### src/rtl/uart_rx_basic_pkg.sv
// Shared UART definitions: FSM state encodings, frame constants and bit-period math.
// Used by both the receiver and the transmitter so their encodings never drift apart.
package uart_defs;

  typedef enum logic [2:0] {
    IDLE      = 3'b000,
    START_BIT = 3'b001,
    DATA_BITS = 3'b010,
    STOP_BIT  = 3'b011
  } uart_state_t;

  localparam int DATA_BITS_N = 8;
  localparam int STOP_BITS_N = 1;

  // Integer divide on purpose: the bit period is rounded down to whole clocks.
  function automatic int calc_clks_per_bit(input int clk_freq, input int baud_rate);
    return clk_freq / baud_rate;
  endfunction

endpackage

### src/rtl/uart_rx_basic_sync.sv
// Two-flop synchroniser for a single asynchronous input; reset value is a parameter.
// Latency: 2 clk cycles. No backpressure (pure pipeline).
module sync_2ff #(
  parameter logic RST_VAL = 1'b1
) (
  input  logic clk,
  input  logic rst_n,
  input  logic d,
  output logic q
);

  logic meta;

  always_ff @(posedge clk or negedge rst_n) begin
    if (!rst_n) begin
      meta <= RST_VAL;
      q    <= RST_VAL;
    end else begin
      meta <= d;
      q    <= meta;
    end
  end

endmodule

### src/rtl/uart_rx_basic.sv
// 8N1 UART receiver: 2-flop synchronised input, mid-bit sampling, one-cycle valid/frame-error strobes.
// Latency ~2 + HALF + 9*CLKS_PER_BIT clocks from the start edge; no backpressure, data_out is overwritten.
module uart_rx_basic
  import uart_defs::*;
#(
  parameter int CLK_FREQ  = 50000000,
  parameter int BAUD_RATE = 115200
) (
  input  logic       clk,
  input  logic       rst_n,
  input  logic       rx,
  output logic [7:0] data_out,
  output logic       data_valid,
  output logic       frame_error,
  output logic       busy
);

  localparam int CLKS_PER_BIT = calc_clks_per_bit(CLK_FREQ, BAUD_RATE);
  localparam int HALF         = CLKS_PER_BIT / 2;
  localparam int CNT_W        = $clog2(CLKS_PER_BIT);

  localparam logic [CNT_W-1:0] HALF_LAST = CNT_W'(HALF - 1);
  localparam logic [CNT_W-1:0] BIT_LAST  = CNT_W'(CLKS_PER_BIT - 1);
  localparam logic [2:0]       IDX_LAST  = 3'(DATA_BITS_N - 1);

  logic             rx_s;
  uart_state_t      state_q, state_d;
  logic [CNT_W-1:0] cnt_q, cnt_d;
  logic [2:0]       idx_q, idx_d;
  logic [7:0]       shift_q, shift_d;
  logic [7:0]       data_q, data_d;
  logic             valid_q, valid_d;
  logic             ferr_q, ferr_d;

  sync_2ff #(
    .RST_VAL (1'b1)
  ) u_rx_sync (
    .clk   (clk),
    .rst_n (rst_n),
    .d     (rx),
    .q     (rx_s)
  );

  always_ff @(posedge clk or negedge rst_n) begin
    if (!rst_n) begin
      state_q <= IDLE;
      cnt_q   <= '0;
      idx_q   <= '0;
      shift_q <= '0;
      data_q  <= '0;
      valid_q <= 1'b0;
      ferr_q  <= 1'b0;
    end else begin
      state_q <= state_d;
      cnt_q   <= cnt_d;
      idx_q   <= idx_d;
      shift_q <= shift_d;
      data_q  <= data_d;
      valid_q <= valid_d;
      ferr_q  <= ferr_d;
    end
  end

  always_comb begin
    state_d = state_q;
    cnt_d   = cnt_q;
    idx_d   = idx_q;
    shift_d = shift_q;
    data_d  = data_q;
    valid_d = 1'b0;
    ferr_d  = 1'b0;

    case (state_q)
      IDLE: begin
        cnt_d = '0;
        idx_d = '0;
        if (!rx_s) state_d = START_BIT;
      end

      // Re-check the line at mid-start-bit so short low glitches are dropped.
      START_BIT: begin
        if (cnt_q == HALF_LAST) begin
          cnt_d   = '0;
          state_d = rx_s ? IDLE : DATA_BITS;
        end else begin
          cnt_d = cnt_q + 1'b1;
        end
      end

      DATA_BITS: begin
        if (cnt_q == BIT_LAST) begin
          cnt_d   = '0;
          shift_d = {rx_s, shift_q[7:1]};
          if (idx_q == IDX_LAST) begin
            idx_d   = '0;
            state_d = STOP_BIT;
          end else begin
            idx_d = idx_q + 1'b1;
          end
        end else begin
          cnt_d = cnt_q + 1'b1;
        end
      end

      // Leaving at mid-stop-bit leaves half a bit of slack to catch a back-to-back start.
      STOP_BIT: begin
        if (cnt_q == BIT_LAST) begin
          cnt_d   = '0;
          state_d = IDLE;
          if (rx_s) begin
            data_d  = shift_q;
            valid_d = 1'b1;
          end else begin
            ferr_d = 1'b1;
          end
        end else begin
          cnt_d = cnt_q + 1'b1;
        end
      end

      default: begin
        state_d = IDLE;
        cnt_d   = '0;
        idx_d   = '0;
      end
    endcase
  end

  assign data_out    = data_q;
  assign data_valid  = valid_q;
  assign frame_error = ferr_q;
  assign busy        = (state_q != IDLE);

endmodule

### config.mk
export PLATFORM = sky130hd
export DESIGN_NAME = uart_rx_basic
export DESIGN_NICKNAME = d
export VERILOG_FILES = /design/src/rtl/uart_rx_basic_pkg.sv /design/src/rtl/uart_rx_basic_sync.sv /design/src/rtl/uart_rx_basic.sv
export SDC_FILE = /design/constraint.sdc
export NUM_CORES = 1
export LEC_CHECK = 0
export ABC_AREA = 1
export CAP_MARGIN = 20
export CORE_MARGIN = 8
export CORE_UTILIZATION = 60
export CTS_BUF_LIST = sky130_fd_sc_hd__clkbuf_4
export DETAILED_ROUTE_END_ITERATION = 12
export PLACE_DENSITY = 0.83
export REMOVE_ABC_BUFFERS = 1
export SYNTH_ARGS = -nofsm -noshare
export SYNTH_HDL_FRONTEND = slang
export SYNTH_SLANG_ARGS = --single-unit
### constraint.sdc
create_clock -name clk -period 3.3 [get_ports clk]
set_clock_uncertainty 0.2 [all_clocks]
set_input_delay 0.99 -clock clk [delete_from_list [all_inputs] [get_ports clk]]
set_output_delay 0.99 -clock clk [all_outputs]
set_load 0.02 [all_outputs]
==> flow_summary.ini, run 1 <==
[layout]
antennaDiodeCount = 0
drive_gt1_frac = 0.139
nets = 201
area_growth_pct = 13.1
postLayoutCellArea_um2 = 1780
finish.utilization = 0.719

[hold_path]
worstHoldPathType = flip-flop to flip-flop

[timing]
hold_viol_final = 0
fin_crit_sh = 0.817
maxSlewHeadroom = 0.724
tightest_slew_ns = 0.414
finalSetupTns_ns = 0
min_period_ns = 2.70
finalMaxSlewViolations = 0
rsz0062_at_grt = false
clock.fmax_mhz = 371
setup_ws_ns = 0.603
setup_viol = 0

[clocking]
cts_tree = built
worstSkewPairLatency_ns = 0.33
cts_sinks = 34
h-tree-depth = 2
cts_hold_buf = 0
clockBufferDepth = 2
cts_made_buffers = 5
clk_pin_slew_ns = 0.09
cts-root-buf = clkbuf_4
cts-resized-gates = 0
post-cts-setup-buffers = 0

[power]
leakage_nw = 0.905
power_density_nw_per_um2 = 365
ir_drop_mv = 0.322

[grt]
grt_usage = 0.139
grt.met1_usage = 0.154
grt_remaining_overflow = 0
met3_usage = 0.0579
antenna_found_initial = 0
grt_use_met2 = 0.231
first_global_vias = 1130
grt_pass1_wl_um = 4780
grt_max_degree = 35
grt_busiest_layer = met2

[critical_path]
cp_top_family = buffers and inverters
arrival_ns = 1.51
path_class = flip-flop to primary output
end_kind = primary output
path_buf_inv = 2
cp-start-kind = flip-flop
cp_slowest_stage_delay_ns = 0.53
critical_path.slowest_cell = clkdlybuf4s50_1
cp_max_fo = 6
crit_path_cell_trace = nor2_1 > inv_1 > clkdlybuf4s50_1
critPathRequiredTime_ns = 2.11

[yosys]
synth_cells = 174
syn_area_um2 = 1570
synth_area_leaders = dfrtp_1 (51%), nand2_1 (12%), inv_1 (6.2%), o21ai_2 (4.5%), ha_1 (4.0%)
syn-mean-instance-area_um2 = 9.05
synth_top_cell_by_area = dfrtp_1
ys_seq_area_frac = 0.542
yosysWarnings = 0
synth_top_area_frac = 0.509
ys_seq_elements = 34
yosysUniqueCellTypes = 22

[floorplanning]
coreArea_um2 = 2480
die_w_um = 67.2
dieArea_um2 = 4520
start_util = 0.635
die_h_um = 67.2
num_rows = 18
ios = 14

[placed_design]
post_dp_cell_area_um2 = 1730
dp_hpwl_um = 2000
preCtsSetupSlack_ns = 0.980
port_buffers = 13
routabilityCongestion = 0.883

[run_status]
outcome = finished clean

[detailed_routing]
wl_per_cell_um = 12.0
via_per_inst = 5.00
post-route-drc-count = 0
dr.pass1.iters = 4
vias = 1120
drtIter0Drc = 73
antenna_left = 0
drt-total-wl_um = 2700

[job]
maxCapViolCount = 0
[cell type report]
type | instances | area, um2
clock buffers | 6 | 45.0
multi-input cells | 111 | 594
clock inverters | 2 | 8.76
fillers | 185 | 697
repair buffers | 14 | 138
inverters | 27 | 104
flip-flops and latches | 34 | 853
well taps | 30 | 37.5
[where the power goes]
part	total, W	internal [W]	switching [W]
clock	0.000219	0.0000881	0.000131
combinational	0.0000110	0.00000301	0.00000795
sequential	0.000420	0.000419	0.00000134
total	0.000650	0.000510	0.000141
[path summary, 6_finish.rpt]
kind	from	endpoint	slack (ns)	cells after the start
min reg2reg	u_rx_sync.meta	u_rx_sync.q	0.16	0
min in group asynchronous	rst_n	data_out[0]	0.85	2
max	state_q[1]	busy	0.60	3
min	u_rx_sync.meta	u_rx_sync.q	0.16	0
max reg2reg	cnt_q[1]	data_out[4]	1.50	9
max in group asynchronous	rst_n	u_rx_sync.q	1.72	2
[worst reg2reg max path, delay by kind of cell (launching register included)]
kind	cells	cell delay, ns
adders and majority gates	1	0.15
buffers and inverters	2	0.21
DFF	1	0.41
and+or+nand+nor	5	0.67
AOI/OAI and AO/OA	1	0.06
[synthesized netlist by cell type]
cell type  number
inv_1          26
buf_6           2
inv_4           1
dfstp_2         2
nand2_1        49
xor2_1          4
nand3_1         8
or2_2           1
nand4_1         3
o21ai_2         8
nand2_4         1
ha_1            5
xnor2_1         1
o21ai_1         1
nand2_2         3
nor2_2          1
nor3_1          1
o21ba_2         1
o21ai_0         7
nor2_1         16
nand3_4         1
dfrtp_1        32
[cell usage in the layout (no fill, tap or decap)]
cell             netlist  layout
xnor2_1                1       1
xor2_1                 4       4
dfrtp_1               32      32
inv_1                 26      26
clkinv_2               0       1
nor3_1                 1       1
clkinv_1               0       1
clkdlybuf4s50_1        0      13
nand3_1                8       8
inv_4                  1       1
o21ba_2                1       1
nand3_4                1       1
nor2_1                16      16
o21ai_0                7       7
nand2_2                3       3
nor2_2                 1       1
dfstp_2                2       2
nand4_1                3       3
or2_2                  1       1
ha_1                   5       5
nand2_4                1       1
buf_4                  0       1
o21ai_2                8       8
nand2_1               49      49
o21ai_1                1       1
clkbuf_4               0       6
[sequential cells by signal, summed over array words and instances (netlist names)]
signal	cells
data_valid	1
frame_error	1
state_q	2
shift_q	8
u_rx_sync.q	1
data_out	8
u_rx_sync.meta	1
cnt_q	9
idx_q	3
[per-layer routing]
| layer | vias up | wire length [um] | part of all wire |
|---|---|---|---|
| met1 | 516 | 1180 | 0.44 |
| li1 | 574 | - | - |
| met5 | - | 0 | 0 |
| met2 | 23 | 1290 | 0.48 |
| met4 | 0 | 54 | 0.020 |
| met3 | 7 | 163 | 0.060 |
[kinds of logic after synthesis]
| kind of cell | synth area share |
|---|---|
| fa+ha+maj | 0.0397 |
| xor+xnor | 0.0278 |
| compound gates | 0.0763 |
| simple gates | 0.234 |
| buf+inv | 0.0803 |
| flops | 0.542 |
[metrics by stage]
stage / std cells / hold slack [ns] / total power, W
final: 224 / 0.163 / 0.000650
after global routing: 224 / 0.167 / 0.000686
after CTS: 224 / 0.166 / 0.000661
after detailed placement: 216 / 0.152 / 0.000440
after global placement: 216 / 0.147 / 0.000439
after floorplan: 172 / 0.145 / 0.000428
Note: power is estimated with default switching activity, not from simulation.
==> run 2, diff against run 1 <==
Settings changed: CORE_UTILIZATION 60 to 59, PLACE_DENSITY 0.83 to 0.81.
Clock period 3.3 ns to 2.53 ns, I/O delays scaled along.
==> run 2 against run 1 <==
Against the previous run:
- sequential power rose by 30%
- critical path depth decreased by 2
- final area barely moved
- global-route usage about the same
- flip-flop and latch count unchanged
- setup slack lost 0.34 ns
- worst hold slack worse by 0.0016 ns
- wire length rose by 5.1%
- combinational power is 33% higher
- sequential share of layout area about the same
- die area is 1.3% higher
- via count grew 2.9%
- largest cell class unchanged
==> flow_summary.ini, run 2 (synthesis results as in run 1) <==
[critical_path]
critPathRequiredTime_ns = 1.57
cp_top_family = buffers and inverters
path_class = flip-flop to primary output
end_kind = primary output
crit_path_cell_trace = clkdlybuf4s50_1
cp_max_fo = 2
path_buf_inv = 1
critical_path.slowest_cell = clkdlybuf4s50_1
cp_slowest_stage_delay_ns = 0.61
cp-start-kind = flip-flop
r2r_setup_slack_ns = 0.73
arrival_ns = 1.31

[layout]
drive_gt1_frac = 0.140
antennaDiodeCount = 0
largest-register = cnt_q
n_fill_cell = 193
area_growth_pct = 13.2
final_cell_mix = nand2_1 (49), dfrtp_1 (32), inv_1 (26)
largest_reg_flops = 9
mostFrequentLayoutCell = nand2_1
nets = 201

[floorplanning]
num_rows = 18
die_w_um = 67.7
dieArea_um2 = 4580
die_h_um = 67.7
start_util = 0.630
coreArea_um2 = 2500
ios = 14

[timing]
min_period_ns = 2.27
rsz0062_at_grt = false
fin_crit_sh = 0.896
finalMaxSlewViolations = 0
finalSetupTns_ns = 0
tightest_slew_ns = 0.421
maxSlewHeadroom = 0.719
hold_viol_final = 0
clock.fmax_mhz = 441
setup_viol = 0

[detailed_routing]
via_per_inst = 5.17
drt-total-wl_um = 2830
wl_per_cell_um = 12.7
antenna_left = 0
vias = 1153
post-route-drc-count = 0
dr.pass1.iters = 4
drtIter0Drc = 41

[clocking]
cts_tree = built
worstSkewPairLatency_ns = 0.33
cts_sinks = 34
h-tree-depth = 2
clockBufferDepth = 2
clk_pin_slew_ns = 0.09
cts_made_buffers = 5
cts_hold_buf = 0
cts-root-buf = clkbuf_4

[hold_path]
worstHoldPathType = flip-flop to flip-flop

[power]
finalPower_w = 0.000849
leakage_nw = 0.904
ir_drop_mv = 0.495
power_density_nw_per_um2 = 477

[grt]
grt_usage = 0.139
grt_max_degree = 35
antenna_found_initial = 0
first_global_vias = 1100
grt_remaining_overflow = 0
grt_pass1_wl_um = 4650

[placed_design]
dp_hpwl_um = 2060
routabilityCongestion = 0.885
port_buffers = 13

[job]
maxCapViolCount = 0

[run_status]
outcome = finished clean
-- run 2: cell count changes in the layout (fill, tap and decap cells not counted) --
cell and delta:
clkbuf_4 +1, clkdlybuf4s50_1 -1, clkinv_1 -1, clkinv_2 -1, dlymetal6s2s_1 +1
-- run 2: final timing paths --
check | startpoint | end | cells past startpoint
max | data_out[5] | data_out[5] | 1
min | u_rx_sync.meta | u_rx_sync.q | 0
max reg2reg | cnt_q[1] | cnt_q[8] | 9
min reg2reg | u_rx_sync.meta | u_rx_sync.q | 0
max in group asynchronous | rst_n | u_rx_sync.q | 2
min in group asynchronous | rst_n | idx_q[2] | 2
-- run 2: layout make-up --
type                       instances  area, um2  share of cell area
sequential                        34        853               0.479
multi-input combinational        111        594               0.334
timing repair buffer              14        140              0.0787
inverter                          27        104              0.0583
clock buffer                       7       52.6              0.0295
tap                               30       37.5              0.0211
-- run 2: metrics by stage --
stage	area, um2	utilization	std cells	hold slack (ns)	setup slack (ns)
2_1_floorplan	1550	-	172	0.145	0.926
3_3_place_gp	1730	0.691	216	0.147	0.446
3_5_place_dp	1730	0.691	216	0.150	0.424
4_1_cts	1780	0.712	223	0.163	0.0424
5_1_grt	1780	0.713	223	0.173	0.204
6_report	1780	0.713	223	0.161	0.263
-- run 2: metal layers --
metal	part of all wire	GRT usage	routed length, um	vias up
met1	0.43	0.149	1220	538
met5	0	0	0	-
met3	0.058	0.0414	163	11
met4	0.036	0.104	103	0
li1	-	-	-	571
met2	0.48	0.226	1350	33
-- run 2: where the power goes --
group,switching (W),internal (W)
registers,0.00000177,0.000546
logic,0.0000106,0.00000392
clock network,0.000161,0.000126
total,0.000173,0.000676
-- run 2: timing repair --
action | CTS | global route
setup buffers | 0 | 0
setup endpoints to repair | 0 | 1
hold endpoints to repair | 0 | 0
gates resized for setup | 0 | 1
